`config.mk`:
```
export PLATFORM = sky130hd
export DESIGN_NAME = vmicro16_apb_master_flat
export DESIGN_NICKNAME = d
export VERILOG_FILES = /design/src/rtl/vmicro16_apb_master_if.sv /design/src/rtl/vmicro16_apb_master.sv /design/src/flat_wrapper.sv
export SDC_FILE = /design/constraint.sdc
export NUM_CORES = 1
export LEC_CHECK = 0
export CAP_MARGIN = 20
export CORE_MARGIN = 1
export CORE_UTILIZATION = 40
export CTS_BUF_LIST = sky130_fd_sc_hd__clkbuf_2 sky130_fd_sc_hd__clkbuf_4 sky130_fd_sc_hd__clkbuf_8
export DETAILED_ROUTE_END_ITERATION = 12
export GPL_TIMING_DRIVEN = 0
export PLACE_DENSITY = 0.75
export SYNTH_ARGS = -nofsm -noshare
export SYNTH_HDL_FRONTEND = slang
export SYNTH_SLANG_ARGS = --single-unit
```
`constraint.sdc`:
```
create_clock -name clk -period 1.6 [get_ports clk]
set_input_delay 0.32 -clock clk [delete_from_list [all_inputs] [get_ports clk]]
set_output_delay 0.32 -clock clk [all_outputs]
set_load 0.05 [all_outputs]
```
`src/rtl/vmicro16_apb_master_if.sv`:
```
// APB3 bus bundle between the vmicro16 APB initiator and the interconnect.
// Ports: M_PADDR/M_PWRITE/M_PSELx/M_PENABLE/M_PWDATA driven by the master,
//        M_PRDATA/M_PREADY driven by the slave side.
interface vmicro16_apb_master_if #(
  parameter int ADDR_WIDTH = 20,
  parameter int DATA_WIDTH = 16
);
  logic [ADDR_WIDTH-1:0] M_PADDR;
  logic                  M_PWRITE;
  logic                  M_PSELx;
  logic                  M_PENABLE;
  logic [DATA_WIDTH-1:0] M_PWDATA;
  logic [DATA_WIDTH-1:0] M_PRDATA;
  logic                  M_PREADY;

  modport master (
    output M_PADDR, M_PWRITE, M_PSELx, M_PENABLE, M_PWDATA,
    input  M_PRDATA, M_PREADY
  );

  modport slave (
    input  M_PADDR, M_PWRITE, M_PSELx, M_PENABLE, M_PWDATA,
    output M_PRDATA, M_PREADY
  );
endinterface

```
`src/rtl/vmicro16_apb_master.sv`:
```
// APB3 initiator: turns one outstanding core load/store into an APB SETUP/ACCESS
// transfer and returns a one-cycle core_ack (latency 3 + wait states).
// Ports: clk/reset (sync, active-high); core_req/we/addr/wdata in;
//        core_ack/err/rdata/busy out; apb = APB master modport (all outputs registered).
// Optional macro VMICRO16_APB_TIMEOUT_EN: abort ACCESS after TIMEOUT_CYCLES stalled
// cycles and complete with core_err=1; without it ACCESS waits forever, core_err=0.
module vmicro16_apb_master #(
  parameter int ADDR_WIDTH     = 20,
  parameter int DATA_WIDTH     = 16,
  parameter int TIMEOUT_CYCLES = 255
) (
  input  logic                  clk,
  input  logic                  reset,
  input  logic                  core_req,
  input  logic                  core_we,
  input  logic [ADDR_WIDTH-1:0] core_addr,
  input  logic [DATA_WIDTH-1:0] core_wdata,
  output logic                  core_ack,
  output logic                  core_err,
  output logic [DATA_WIDTH-1:0] core_rdata,
  output logic                  core_busy,
  vmicro16_apb_master_if.master apb
);

  typedef enum logic [1:0] {
    ST_IDLE   = 2'd0,
    ST_SETUP  = 2'd1,
    ST_ACCESS = 2'd2
  } state_t;

  // Elaboration-time guard on the timeout length.
  generate
    if (TIMEOUT_CYCLES < 1) begin : g_bad_timeout
      $error("vmicro16_apb_master: TIMEOUT_CYCLES must be >= 1");
    end
  endgenerate

  state_t                state_q,   state_d;
  logic                  psel_q,    psel_d;
  logic                  penable_q, penable_d;
  logic [ADDR_WIDTH-1:0] paddr_q,   paddr_d;
  logic                  pwrite_q,  pwrite_d;
  logic [DATA_WIDTH-1:0] pwdata_q,  pwdata_d;
  logic                  ack_q,     ack_d;
  logic [DATA_WIDTH-1:0] rdata_q,   rdata_d;
  logic                  timeout;

`ifdef VMICRO16_APB_TIMEOUT_EN
  localparam int CNT_W = $clog2(TIMEOUT_CYCLES + 1);

  logic [CNT_W-1:0] cnt_q, cnt_d;
  logic             err_q, err_d;

  // Held at zero outside ACCESS, so every ACCESS phase starts counting from 0.
  always_comb begin
    cnt_d = cnt_q;
    if (state_q != ST_ACCESS) begin
      cnt_d = '0;
    end else if (!apb.M_PREADY) begin
      cnt_d = cnt_q + 1'b1;
    end
  end

  // cnt_q holds the number of already-stalled ACCESS cycles; a stall on the
  // TIMEOUT_CYCLES-th cycle is the abort point. PREADY on it still wins.
  assign timeout = (state_q == ST_ACCESS) && !apb.M_PREADY &&
                   (cnt_q == CNT_W'(TIMEOUT_CYCLES - 1));
  assign err_d   = timeout;

  always_ff @(posedge clk) begin
    if (reset) begin
      cnt_q <= '0;
      err_q <= 1'b0;
    end else begin
      cnt_q <= cnt_d;
      err_q <= err_d;
    end
  end

  assign core_err = err_q;
`else
  assign timeout  = 1'b0;
  assign core_err = 1'b0;
`endif

  always_comb begin
    state_d = state_q;
    ack_d   = 1'b0;
    rdata_d = rdata_q;

    case (state_q)
      ST_IDLE: begin
        if (core_req) begin
          state_d = ST_SETUP;
        end
      end
      ST_SETUP: begin
        state_d = ST_ACCESS;
      end
      ST_ACCESS: begin
        if (apb.M_PREADY) begin
          state_d = ST_IDLE;
          ack_d   = 1'b1;
          if (!pwrite_q) begin
            rdata_d = apb.M_PRDATA;
          end
        end else if (timeout) begin
          state_d = ST_IDLE;
          ack_d   = 1'b1;
          rdata_d = '0;
        end
      end
      default: begin
        state_d = ST_IDLE;
      end
    endcase

    // APB outputs are registered copies of what the next state requires.
    psel_d    = (state_d != ST_IDLE);
    penable_d = (state_d == ST_ACCESS);

    if (state_d == ST_IDLE) begin
      paddr_d  = '0;
      pwrite_d = 1'b0;
      pwdata_d = '0;
    end else if (state_q == ST_IDLE) begin
      // Request accepted this cycle: capture the core fields once.
      paddr_d  = core_addr;
      pwrite_d = core_we;
      pwdata_d = core_wdata;
    end else begin
      paddr_d  = paddr_q;
      pwrite_d = pwrite_q;
      pwdata_d = pwdata_q;
    end
  end

  always_ff @(posedge clk) begin
    if (reset) begin
      state_q   <= ST_IDLE;
      psel_q    <= 1'b0;
      penable_q <= 1'b0;
      paddr_q   <= '0;
      pwrite_q  <= 1'b0;
      pwdata_q  <= '0;
      ack_q     <= 1'b0;
      rdata_q   <= '0;
    end else begin
      state_q   <= state_d;
      psel_q    <= psel_d;
      penable_q <= penable_d;
      paddr_q   <= paddr_d;
      pwrite_q  <= pwrite_d;
      pwdata_q  <= pwdata_d;
      ack_q     <= ack_d;
      rdata_q   <= rdata_d;
    end
  end

  assign apb.M_PADDR   = paddr_q;
  assign apb.M_PWRITE  = pwrite_q;
  assign apb.M_PSELx   = psel_q;
  assign apb.M_PENABLE = penable_q;
  assign apb.M_PWDATA  = pwdata_q;

  assign core_ack   = ack_q;
  assign core_rdata = rdata_q;
  assign core_busy  = (state_q != ST_IDLE);

endmodule

```
`src/flat_wrapper.sv`:
```
// flat-port wrapper written by rule: the top's interface ports become plain ports
module vmicro16_apb_master_flat 
#(
  parameter int ADDR_WIDTH     = 20,
  parameter int DATA_WIDTH     = 16,
  parameter int TIMEOUT_CYCLES = 255
)
  (clk, reset, core_req, core_we, core_addr, core_wdata, core_ack, core_err, core_rdata, core_busy, apb_M_PADDR, apb_M_PWRITE, apb_M_PSELx, apb_M_PENABLE, apb_M_PWDATA, apb_M_PRDATA, apb_M_PREADY);
  vmicro16_apb_master_if #(.ADDR_WIDTH(ADDR_WIDTH), .DATA_WIDTH(DATA_WIDTH)) apb_i ();
  input  logic clk;
  input  logic reset;
  input  logic core_req;
  input  logic core_we;
  input  logic [ADDR_WIDTH-1:0] core_addr;
  input  logic [DATA_WIDTH-1:0] core_wdata;
  output logic core_ack;
  output logic core_err;
  output logic [DATA_WIDTH-1:0] core_rdata;
  output logic core_busy;
  output wire logic [$bits(apb_i.M_PADDR)-1:0] apb_M_PADDR;
  output wire logic [$bits(apb_i.M_PWRITE)-1:0] apb_M_PWRITE;
  output wire logic [$bits(apb_i.M_PSELx)-1:0] apb_M_PSELx;
  output wire logic [$bits(apb_i.M_PENABLE)-1:0] apb_M_PENABLE;
  output wire logic [$bits(apb_i.M_PWDATA)-1:0] apb_M_PWDATA;
  input wire logic [$bits(apb_i.M_PRDATA)-1:0] apb_M_PRDATA;
  input wire logic [$bits(apb_i.M_PREADY)-1:0] apb_M_PREADY;
  assign apb_M_PADDR = apb_i.M_PADDR;
  assign apb_M_PWRITE = apb_i.M_PWRITE;
  assign apb_M_PSELx = apb_i.M_PSELx;
  assign apb_M_PENABLE = apb_i.M_PENABLE;
  assign apb_M_PWDATA = apb_i.M_PWDATA;
  assign apb_i.M_PRDATA = apb_M_PRDATA;
  assign apb_i.M_PREADY = apb_M_PREADY;
  vmicro16_apb_master #(.ADDR_WIDTH(ADDR_WIDTH), .DATA_WIDTH(DATA_WIDTH), .TIMEOUT_CYCLES(TIMEOUT_CYCLES)) u_core (.clk(clk), .reset(reset), .core_req(core_req), .core_we(core_we), .core_addr(core_addr), .core_wdata(core_wdata), .core_ack(core_ack), .core_err(core_err), .core_rdata(core_rdata), .core_busy(core_busy), .apb(apb_i));
endmodule
```
# [Word level (Yosys, flattened, before mapping)]
# Index checks and enable logic that the tools add are counted.
[word_totals] elab_cells=24 inputBits=57 ff_bits=58 out_inout_bits=58
[classes] eq_ne=3 bitwise_logic=2 muxes=4 reduce_logical=7
[ops] cell="one-hot mux 2 bit (3 select lines)" n=1
[ops] cell="== test 2 bit (second input constant)" n=2
[ops] cell="zero test 2 bit" n=2
[ops] cell="2-to-1 mux 2 bit" n=2
[ops] cell="nonzero test 2 bit" n=2
[ops] cell="OR reduction 2 bit" n=2
[ops] cell="AND reduction 3 bit" n=1
[ops] cell="== test 2 x 1 -> 1 bit (second input constant)" n=1
[ops] cell="inverter 1 bit" n=2
[ops] cell="2-to-1 mux 1 bit" n=1

# [Depth between registers and ports, before layout]
# Gate-level depths: netlist (run 1).
[depth] ltp_word=4 ltp_mapped=4 mapped_depth_nobuf=2

# [Least setup slack after synthesis (run 1)]
# Ideal clock, no wire load.
[synth_timing] kind="reg2out" startpoint="register u_core.state_q[0]" endpoint="output core_busy" path_slack_ns=0.049 path_stages_with_launch=4 arrival_ns=1.231 n_path_buf=2 t_required_ns=1.280 path_cell_list="dfxtp_1 buf_4 clkbuf_1 or2_1"
[synth_via] elab_chain_cells=1
[synth_rtl] item="from (decl)" line_no="vmicro16_apb_master.sv:38" rtl="state_t state_q, state_d;"
[synth_rtl] item="from (signal assigned)" line_no="vmicro16_apb_master.sv:149" rtl="state_q <= state_d;"
[synth_rtl] item="nonzero test 2 bit" line_no="vmicro16_apb_master.sv:168" rtl="assign core_busy = (state_q != ST_IDLE);"
[synth_rtl] item="to (decl)" line_no="flat_wrapper.sv:19" rtl="output logic core_busy;"
# No other way between the ends.

# [Final worst setup path (run 1)]
# Ends and elaborated chain as after synthesis.

==> summary.txt, run 1 <==
Critical path
  • Endpoint kind of the worst setup timing path: output pin
  • Crit path arrival time: around 1200 ps
  • Number of cell instances on the worst register-to-register path: 4
  • CP Class: flop to output pin
  • Required time of the worst setup path: about 1300 ps
  • Launch point of the worst reg-to-reg path: u_core.state_q[0]
  • Critical Path, Cell by Cell: buf_6 > or2_4 > buf_8
  • Slowest stage cell, crit path: dfxtp_4
  • Type of element launching the critical path: flop
  • Launching element of the worst setup path: u_core.state_q[0]
  • Crit-path max FO: 19
  • Worst path max stage delay: 350 ps

Synthesis
  • Synthesized area per cell: 11.0 um2
  • Asr flop ratio synth: 0%
  • Leading cell type by number of instances after synthesis: dfxtp_1
  • Mapped Nets: about 320
  • Number of synthesized flops with an enable pin: 0
  • Top_reg_cell synth: dfxtp_1
  • Register area share after synthesis: 40.1%
  • Distinct cell type count of the synthesized netlist: 21
  • Register bit total from synthesis: 58
  • Warnings, synthesis: 0
  • Leading post-synthesis cells by cell area: dfxtp_1 (40%), a221oi_2 (19%), or3b_2 (8.2%)
  • Post-synthesis cell type with the largest combined area: dfxtp_1
  • Count of mapped cells out of synthesis: roughly 260
  • List of most frequent post-synthesis cells: dfxtp_1 (58), a221oi_2 (37), nand2b_1 (33)
  • Synth Cell Area: between 0.002 and 0.003 mm2
  • Top-area cell type share of the netlist area: 40.1%

Route
  • Detailed Routing Iterations Pass 1: 4
  • Drt via density: approximately 5.2
  • Post-route ant nets: 0
  • Total vias in the final route: 2567
  • Number of DRC markers after the initial detailed-route iteration: 82
  • Wire length after detailed routing: 7610 um
  • Top routing layer in use: met4
  • Wire length on met1: 3490 um
  • Wire length on met3: 621 um
  • WL/cell: 15.5 um
  • Detail Route met2 WL: approximately 3400 um
  • Remaining DRCs: 0

Min path
  • Number of instances on the worst hold path: 3
  • Startpoint of the tightest hold check path: reset
  • Hold crit path type: primary input to flop

STA
  • Final worst path period share: 97.5%
  • Worst Hold Margin: 364 ps
  • Worst clock skew on the final layout: 6.07 ps
  • Max Clk Rate: between 600 and 700 MHz
  • Minimum clock period after layout: approximately 1600 ps
  • Transition time of the tightest slew-check pin: 698 ps
  • Setup violations, final: 0
  • Unrepaired setup endpoints after global routing: true
  • Final Hold Fails: 0
  • Final critical-path setup slack: between 40 and 50 ps
  • Final number of max-transition violations: 0
  • Worst-case headroom to the max-slew limit: 53.5%

Floorplan
  • Placeable Area: a little under 0.007 mm2
  • Core Rows: 30
  • Die width: between 80 and 90 um
  • Overall die area: about 0.0076 mm2
  • I/O pin count: 115
  • Vert. Die Dim: 87.1 um
  • Starting density of the core: 42.0%

Placed design
  • Pre-CTS setup slack: -739 ps
  • Quantity of I/O buffers inserted on ports: around 110
  • GP Congestion: between 0.7 and 0.8
  • Detailed placer's ending HPWL: roughly 5400 um
  • Number of cells in the design after placement: about 470

Cells and area
  • FILL cells: a little over 600
  • Number of diodes added for antenna fixing: 0
  • Fraction of layout instances using a drive strength above 1: between 20% and 30%
  • Register cell area after layout: 0.00117 mm2
  • Post-route non-filler standard cell count: 490
  • Nets: 446
  • Area of the multi-input gates: between 0.0015 and 0.002 mm2
  • Syn-to-layout area delta: 49.0%

Clock network
  • TritonCTS clock tree: yes
  • Number of buffers on the longest clock path: 2
  • Count of hold buffers inserted by post-cts repair: 0
  • CTS sink count: 58
  • Cell chosen for the clock root: clkbuf_8
  • Max H-tree Level: 3
  • Clock insertion delay at the later pin of the skew report: 340 ps
  • Clock Pin Slew Worst Setup and Hold Paths: 60 ps
  • Inserted Clock Buffers: 9

Job
  • Max-capacitance violation count: 0

GRT
  • Overall overflow remaining after global route: 0
  • Global-route wire length before repair: 12400 um
  • Antenna violations before repair: 0
  • Number of global-route vias before repair: 2538
  • Maximum number of pins on one net before global-route repair: 11
  • Global router's overall resource usage: a little over a fifth

Outcome
  • Outcome: complete, no violations

Power
  • Worst voltage drop across the vdd grid: 0.488 mV
  • Power density over the cells: 874 mW/mm2
  • Total power after layout: 3.77 mW
  • Static leakage power: roughly 1.7 nW
-- layer usage --
metal / vias to the layer above / GRT usage, %
met1: 1225 / 27.1
met5: - / 0
li1: 1237 / -
met4: 0 / 8.05
met3: 10 / 6.45
met2: 95 / 33.2
-- logic make-up after synthesis --
group / Yosys count / share of synthesized area [%]
buffers and inverters: 36 / 8.07
and+or+nand+nor: 75 / 19.8
AOI/OAI and AO/OA: 78 / 26.5
other: 1 / 0.129
DFF: 58 / 40.1
muxes: 16 / 5.52
-- flip-flops by register name, indices dropped and copies added (netlist names) --
name	count
u_core.apb.M_PENABLE	1
u_core.apb.M_PSELx	1
u_core.apb.M_PWRITE	1
u_core.core_rdata	16
u_core.core_ack	1
u_core.apb.M_PADDR	20
u_core.apb.M_PWDATA	16
u_core.state_q	2
-- cells in the final DEF (no fill, tap or decap) --
master           netlist  layout
buf_8                  1       2
a221oi_2              37      37
o21ai_0               19      19
or3b_1                11      11
buf_1                  2       2
clkbuf_8               0      12
dlygate4sd2_1          0      55
nand2b_1              33      33
buf_4                  2       5
o21bai_2               1       1
nor3b_1                1       1
dfxtp_1               58      56
clkbuf_4               0       4
o21ai_1               18      18
buf_2                 13      10
buf_6                  2       4
clkinv_2               0       2
nor4bb_1               2       1
dfxtp_4                0       2
mux2i_1               16      16
buf_12                 3       3
clkdlybuf4s50_1        0      55
or3b_2                27      27
clkbuf_2               0       4
or2_4                  0       1
a21oi_1                3       3
conb_1                 1       1
clkbuf_1              13       8
nor4bb_2               0       1
-- final cells by class --
class                           instances  share of cell area [%]
Tap cell                               96                    2.78
Clock buffer                           14                    4.17
Sequential cell                        58                    27.1
Timing Repair Buffer                  115                    24.9
Clock inverter                          2                   0.232
Multi-Input combinational cell        170                    35.0
Buffer                                 35                    5.85
-- power breakdown --
group          total, mW  switching, mW  internal (mW)
Clock               1.28          0.563          0.719
Combinational      0.940          0.548          0.392
Sequential          1.55         0.0366           1.52
Total               3.77           1.15           2.63
-- critical path: cells and delay by family (launching register included) --
kind / cells / cell delay, ps
flip-flops: 1 / 350
AND/OR/NAND/NOR: 1 / 260
buffers and inverters: 2 / 300
-- through the flow --
| step | utilization [%] | TNS, ps | instance area (um2) |
|---|---|---|---|
| CTS | 62.0 | -182 | 4280 |
| global placement | 59.9 | -10680 | 4140 |
| finish | 62.5 | 0 | 4320 |
| floorplan | - | 0 | 2900 |
| global route | 62.5 | -19.1 | 4320 |
| detailed placement | 59.9 | -10870 | 4140 |
-- what timing repair did --
| action | in CTS | in global routing |
|---|---|---|
| pin swaps | 0 | 0 |
| gates resized for setup | 71 | 17 |
| endpoints found under the setup margin | 64 | 37 |
| buffers inserted | 0 | 3 |
-- worst paths after layout --
path | endpoint | slack [ps]
setup / recovery | core_busy | 40
hold / removal | u_core.core_rdata[3] | 360
setup reg to reg | u_core.apb.M_PADDR[4] | 100
hold reg to reg | u_core.core_rdata[10] | 470
Power figures use the tool's default switching activity.
==> run 2: changes to the inputs <==
CTS_BUF_LIST = not set   (was sky130_fd_sc_hd__clkbuf_2 sky130_fd_sc_hd__clkbuf_4 sky130_fd_sc_hd__clkbuf_8)
CTS_CLUSTER_SIZE = 20   (was not set)
RECOVER_POWER = 25   (was not set)
==> summary.txt, run 2 (synthesized netlist as in run 1, its figures left out) <==
Outcome
  • Outcome: complete, no violations (unchanged)

Route
  • Wire length after detailed routing: 7610 um (about the same)
  • Detailed Routing Iterations Pass 1: 4 (unchanged)
  • WL/cell: 15.5 um (about the same)
  • Number of DRC markers after the initial detailed-route iteration: 75 (was 82)
  • Drt via density: 5.22 (was 5.24)
  • Post-route ant nets: 0 (unchanged)
  • Remaining DRCs: 0 (unchanged)
  • Total vias in the final route: 2556 (was 2567)

Clock network
  • TritonCTS clock tree: yes (unchanged)
  • Clock insertion delay at the later pin of the skew report: 330 ps (was 340 ps)
  • Clock Pin Slew Worst Setup and Hold Paths: 60 ps (about the same)
  • Max H-tree Level: 3 (unchanged)
  • CTS sink count: 58 (unchanged)
  • Inserted Clock Buffers: 9 (unchanged)
  • Count of hold buffers inserted by post-cts repair: 0 (unchanged)
  • Cell chosen for the clock root: clkbuf_8 (unchanged)
  • Number of buffers on the longest clock path: 2 (unchanged)

Placed design
  • Detailed placer's ending HPWL: 5420 um (unchanged)
  • Quantity of I/O buffers inserted on ports: 112 (unchanged)
  • Pre-CTS setup slack: -739 ps (unchanged)
  • Number of cells in the design after placement: 472 (unchanged)
  • Standard cell area after detailed placement: 0.00414 mm2 (unchanged)
  • GP Congestion: 0.721 (unchanged)

Critical path
  • CP Class: flop to output pin (unchanged)
  • Critical Path, Cell by Cell: buf_6 > or2_4 > buf_8 (unchanged)
  • Cell type group with the largest total delay on the critical path: flip-flops (unchanged)
  • Type of element launching the critical path: flop (unchanged)
  • Worst path max stage delay: 350 ps (about the same)
  • Endpoint kind of the worst setup timing path: output pin (unchanged)
  • Crit path arrival time: 1240 ps (about the same)
  • Buffers & Inverters on Critical Path: 2 (unchanged)
  • Required time of the worst setup path: 1280 ps (about the same)
  • Slowest stage cell, crit path: dfxtp_4 (unchanged)
  • Crit-path max FO: 19 (unchanged)

STA
  • Worst clock skew on the final layout: 5.27 ps (was 6.07 ps)
  • Worst Hold Margin: 369 ps (was 364 ps)
  • Setup violations, final: 0 (unchanged)
  • Final number of max-transition violations: 0 (unchanged)
  • Max Clk Rate: 642 MHz (was 641 MHz)
  • Minimum clock period after layout: 1560 ps (about the same)
  • Final critical-path setup slack: 43.2 ps (was 40.4 ps)
  • Final worst path period share: 97.3% (was 97.5%)
  • Final Hold Fails: 0 (unchanged)
  • Unrepaired setup endpoints after global routing: true (unchanged)
  • Transition time of the tightest slew-check pin: 700 ps (was 698 ps)
  • Worst-case headroom to the max-slew limit: 53.3% (was 53.5%)

GRT
  • Maximum number of pins on one net before global-route repair: 11 (unchanged)
  • Overall overflow remaining after global route: 0 (unchanged)
  • Global router's overall resource usage: 21.0% (was 21.1%)
  • Global-route wire length before repair: 12300 um (was 12400 um)
  • Number of global-route vias before repair: 2527 (was 2538)
  • Antenna violations before repair: 0 (unchanged)

Floorplan
  • Vert. Die Dim: 87.1 um (unchanged)
  • Placeable Area: 0.00691 mm2 (unchanged)
  • Starting density of the core: 42.0% (unchanged)
  • I/O pin count: 115 (unchanged)
  • Core Rows: 30 (unchanged)
  • Die width: 87.1 um (unchanged)
  • Overall die area: 0.00759 mm2 (unchanged)

Cells and area
  • Largest register FFs: 20 (unchanged)
  • Nets: 446 (unchanged)
  • Syn-to-layout area delta: 48.4% (was 49.0%)
  • Number of diodes added for antenna fixing: 0 (unchanged)
  • Fraction of layout instances using a drive strength above 1: 28.4% (was 29.2%)
  • Post-route non-filler standard cell count: 490 (unchanged)
  • Leading cell type in the layout, fill and taps excluded: dfxtp_1 (unchanged)
  • Design Area, Final: 0.00430 mm2 (was 0.00432 mm2)
  • Commonest cells after routing, fill and taps aside: dfxtp_1 (56), clkdlybuf4s50_1 (55), dlygate4sd2_1 (55), a221oi_2 (37), nand2b_1 (33) (unchanged)

Power
  • Power density over the cells: 869 mW/mm2 (was 874 mW/mm2)
  • Worst voltage drop across the vdd grid: 0.488 mV (about the same)
  • Static leakage power: 1.73 nW (was 1.74 nW)

Job
  • Max-capacitance violation count: 0 (unchanged)

Min path
  • Hold crit path type: primary input to flop (unchanged)
## run 2: cell types whose count changed in the layout (fill, tap and decap cells not counted), sizes merged
cell	before	now
buf	26	25
clkbuf	28	29
## run 2: where the power goes
| group | switching [mW] | internal, mW |
|---|---|---|
| logic | 0.548 | 0.390 |
| clock network | 0.562 | 0.685 |
| registers | 0.0370 | 1.52 |
| total | 1.15 | 2.59 |
## run 2: what timing repair did
action | 4_1_cts | 5_1_grt
buffers inserted | 0 | 3
endpoints found under the setup margin | 64 | 37
gates resized for setup | 71 | 18
## run 2: through the flow
step / total power [mW] / TNS [ps] / util (%)
4_1_cts: 3.76 / -182 / 61.8
3_5_place_dp: 2.56 / -10870 / 59.9
6_report: 3.74 / 0 / 62.3
5_1_grt: 3.89 / -17.6 / 62.3
2_1_floorplan: 2.20 / 0 / -
3_3_place_gp: 2.55 / -10680 / 59.9
## run 2: worst reg2reg max path, stage by stage (launching register included)
cell      delay (ps)
dfxtp_4          350
buf_4            130
or3b_1           350
buf_2            190
buf_12           170
a221oi_2         240
## run 2: final timing paths
| path | startpoint | endpoint | cells after the start | slack [ps] |
|---|---|---|---|---|
| min reg2reg | u_core.core_rdata[14] | u_core.core_rdata[14] | 2 | 470 |
| max reg2reg | u_core.state_q[0] | u_core.apb.M_PWDATA[12] | 5 | 80 |
| min | reset | u_core.core_rdata[3] | 3 | 370 |
| max | u_core.state_q[0] | core_busy | 3 | 40 |
## run 2: layout make-up
class | instances | area (um2)
Clock inverter | 2 | 10.0
Sequential cell | 58 | 1170
Multi-Input combinational cell | 170 | 1510
Timing Repair Buffer | 115 | 1070
Fill cell | 619 | 2610
Buffer | 35 | 245
Clock buffer | 14 | 173
Tap cell | 96 | 120
## run 2: routing by layer
metal	GRT usage (%)	wire length (um)	vias to the layer above	part of all wire, %
met2	33.1	3310	97	43
met4	8.05	121	0	1.6
met3	6.54	629	12	8.3
met5	0	0	-	0
li1	-	-	1235	-
met1	26.8	3550	1212	47
==> run 3: changes to the inputs <==
CORE_ASPECT_RATIO = 1.1   (was not set)
CORE_UTILIZATION = 39   (was 40)
PLACE_DENSITY = 0.73   (was 0.75)
SLEW_MARGIN = 20   (was not set)
==> summary.txt, run 3 (synthesized netlist as in run 1, its figures left out) <==
Cells and area
  • Syn-to-layout area delta: 47.8% (was 48.4%)
  • Design Area, Final: 0.00428 mm2 (was 0.00430 mm2)
  • Fraction of layout instances using a drive strength above 1: 26.9% (was 28.4%)
  • Number of diodes added for antenna fixing: 0 (unchanged)
  • Fin util: 60.5% (was 62.3%)
  • Commonest cells after routing, fill and taps aside: dfxtp_1 (56), clkdlybuf4s50_1 (55), dlygate4sd2_1 (53), nand2b_1 (33), a221oi_2 (32) (was dfxtp_1 (56), clkdlybuf4s50_1 (55), dlygate4sd2_1 (55), a221oi_2 (37), nand2b_1 (33))
  • Leading cell type in the layout, fill and taps excluded: dfxtp_1 (unchanged)
  • Post-route non-filler standard cell count: 479 (was 490)
  • Largest register FFs: 20 (unchanged)
  • Nets: 446 (unchanged)
  • FILL cells: 643 (was 619)

STA
  • Unrepaired setup endpoints after global routing: false (was true)
  • Worst clock skew on the final layout: 8.44 ps (was 5.27 ps)
  • Final Hold Fails: 0 (unchanged)
  • Transition time of the tightest slew-check pin: 697 ps (was 700 ps)
  • Final worst path period share: 97.4% (was 97.3%)
  • Setup violations, final: 0 (unchanged)
  • Max Clk Rate: 642 MHz (about the same)
  • Sum of negative setup slack: 0 ps (unchanged)
  • Minimum clock period after layout: 1560 ps (about the same)
  • Final number of max-transition violations: 0 (unchanged)
  • Worst-case headroom to the max-slew limit: 53.5% (was 53.3%)
  • Final critical-path setup slack: 42.2 ps (was 43.2 ps)

Placed design
  • Standard cell area after detailed placement: 0.00413 mm2 (was 0.00414 mm2)
  • Quantity of I/O buffers inserted on ports: 112 (unchanged)
  • Number of cells in the design after placement: 461 (was 472)
  • Pre-CTS setup slack: -718 ps (was -739 ps)
  • Detailed placer's ending HPWL: 5490 um (was 5420 um)
  • GP Congestion: 0.721 (about the same)

Critical path
  • Required time of the worst setup path: 1850 ps (was 1280 ps)
  • Worst Setup EP: u_core.core_rdata[8] (was core_busy)
  • Instance count on the critical path: 5 (was 3)
  • Endpoint of the worst register-to-register path: u_core.core_rdata[8] (was u_core.apb.M_PWDATA[12])
  • Slowest stage cell, crit path: clkdlybuf4s50_1 (was dfxtp_4)
  • Worst path max stage delay: 500 ps (was 350 ps)
  • Critical Path, Cell by Cell: clkdlybuf4s50_1 > nor4bb_1 > buf_4 > buf_6 > mux2i_1 (was buf_6 > or2_4 > buf_8)
  • Type of element launching the critical path: primary input (was flop)
  • Setup slack on the worst flop-to-flop path: 90 ps (was 80 ps)
  • Launch point of the worst reg-to-reg path: u_core.state_q[1] (was u_core.state_q[0])
  • Number of cell instances on the worst register-to-register path: 4 (was 5)
  • Cell type group with the largest total delay on the critical path: buffers and inverters (was flip-flops)
  • Crit-path max FO: 10 (was 19)
  • Launching element of the worst setup path: apb_M_PREADY (was u_core.state_q[0])
  • Endpoint kind of the worst setup timing path: flop (was output pin)
  • Crit path arrival time: 1810 ps (was 1240 ps)
  • CP Class: primary input to flop (was flop to output pin)
  • Buffers & Inverters on Critical Path: 3 (was 2)

Route
  • Wire length after detailed routing: 7690 um (was 7610 um)
  • Post-route ant nets: 0 (unchanged)
  • Number of DRC markers after the initial detailed-route iteration: 131 (was 75)
  • WL/cell: 16.1 um (was 15.5 um)
  • Remaining DRCs: 20 (was 0)
  • Detailed Routing Iterations Pass 1: 8 (was 4)
  • Drt via density: 5.24 (was 5.22)
  • Total vias in the final route: 2510 (was 2556)

GRT
  • Number of global-route vias before repair: 2593 (was 2527)
  • Antenna violations before repair: 0 (unchanged)
  • Global router's overall resource usage: 20.3% (was 21.0%)
  • Global-route wire length before repair: 12500 um (was 12300 um)
  • Maximum number of pins on one net before global-route repair: 20 (was 11)
  • Overall overflow remaining after global route: 0 (unchanged)

Power
  • Worst voltage drop across the vdd grid: 0.571 mV (was 0.488 mV)
  • Part of the total power dissipated in the clock network: 37.6% (was 33.4%)
  • Part of the total power dissipated in sequential elements: 39.1% (was 41.6%)
  • Relative contribution of combinational cells to total power: 23.3% (was 25.1%)
  • Switching part of the total: 29.2% (was 30.7%)
  • Power density over the cells: 929 mW/mm2 (was 869 mW/mm2)
  • Reported net switching power: 1.16 mW (was 1.15 mW)
  • Internal power summed over all cells: 2.82 mW (was 2.59 mW)
  • Static leakage power: 1.72 nW (was 1.73 nW)

Floorplan
  • Placeable Area: 0.00709 mm2 (was 0.00691 mm2)
  • Starting density of the core: 40.9% (was 42.0%)
  • I/O pin count: 115 (unchanged)
  • Die width: 84.2 um (was 87.1 um)
  • Overall die area: 0.00778 mm2 (was 0.00759 mm2)
  • Core Rows: 32 (was 30)
  • Vert. Die Dim: 92.4 um (was 87.1 um)

Clock network
  • Number of buffers on the longest clock path: 2 (unchanged)
  • Clock Pin Slew Worst Setup and Hold Paths: 70 ps (was 60 ps)
  • CTS sink count: 58 (unchanged)
  • Count of hold buffers inserted by post-cts repair: 0 (unchanged)
  • Cell chosen for the clock root: clkbuf_8 (unchanged)
  • Clock insertion delay at the later pin of the skew report: 330 ps (about the same)
  • Max H-tree Level: 3 (unchanged)
  • Inserted Clock Buffers: 9 (unchanged)
  • TritonCTS clock tree: yes (unchanged)

Min path
  • Hold crit path type: primary input to flop (unchanged)

Outcome
  • Violations in the final reports: design-rule violations
  • Outcome: complete, but fails checks (was complete, no violations)

Job
  • Max-capacitance violation count: 0 (unchanged)
-- run 3: worst min-delay path by stage --
stage                           from                    end  cells past startpoint
2_1_floorplan        apb_M_PRDATA[0]   u_core.core_rdata[0]                      2
3_3_place_gp   u_core.core_rdata[15]  u_core.core_rdata[15]                      2
3_5_place_dp    u_core.core_rdata[7]   u_core.core_rdata[7]                      2
4_1_cts                        reset  u_core.core_rdata[14]                      3
5_1_grt                        reset   u_core.core_rdata[0]                      3
6_report                       reset  u_core.core_rdata[14]                      3
-- run 3: stage by stage --
stage | hold WS (ps) | total power [mW]
after floorplan | 475 | 2.20
after global placement | 456 | 2.55
after detailed placement | 468 | 2.56
after CTS | 348 | 4.02
after global routing | 412 | 4.14
final | 377 | 3.98
-- run 3: routing by layer --
| layer | vias to the layer above | wire [um] | GRT usage [%] |
|---|---|---|---|
| li1 | 1235 | - | - |
| met1 | 1171 | 3260 | 24.6 |
| met2 | 92 | 3630 | 32.5 |
| met3 | 12 | 667 | 6.86 |
| met4 | 0 | 131 | 8.76 |
| met5 | - | 0 | 0 |
-- run 3: tightest hold or removal path: cells and delay by family --
kind,cells,cell delay (ps)
buffers and inverters,1,160
and+or+nand+nor,1,120
muxes,1,60
-- run 3: power by group through the flow --
stage	registers (mW)	logic (mW)	clock network, mW
floorplan	1.83	0.377	0
global placement	1.59	0.960	0
detailed placement	1.59	0.967	0
CTS	1.56	0.931	1.53
global route	1.57	0.980	1.60
finish	1.56	0.925	1.50
-- run 3: cell type report --
| class | instances | area [um2] | area share, % |
|---|---|---|---|
| multi-input cells | 170 | 1480 | 34.4 |
| flip-flops and latches | 58 | 1170 | 27.3 |
| repair buffers | 115 | 1080 | 25.3 |
| plain buffers | 35 | 233 | 5.43 |
| clock buffers | 11 | 141 | 3.30 |
| well taps | 85 | 106 | 2.48 |
| clock inverters | 5 | 77.6 | 1.81 |
-- run 3: timing repair --
item,CTS,global route
resized for setup,73,13
pin swaps,0,1
setup endpoints to repair,58,17
buffers inserted,0,3
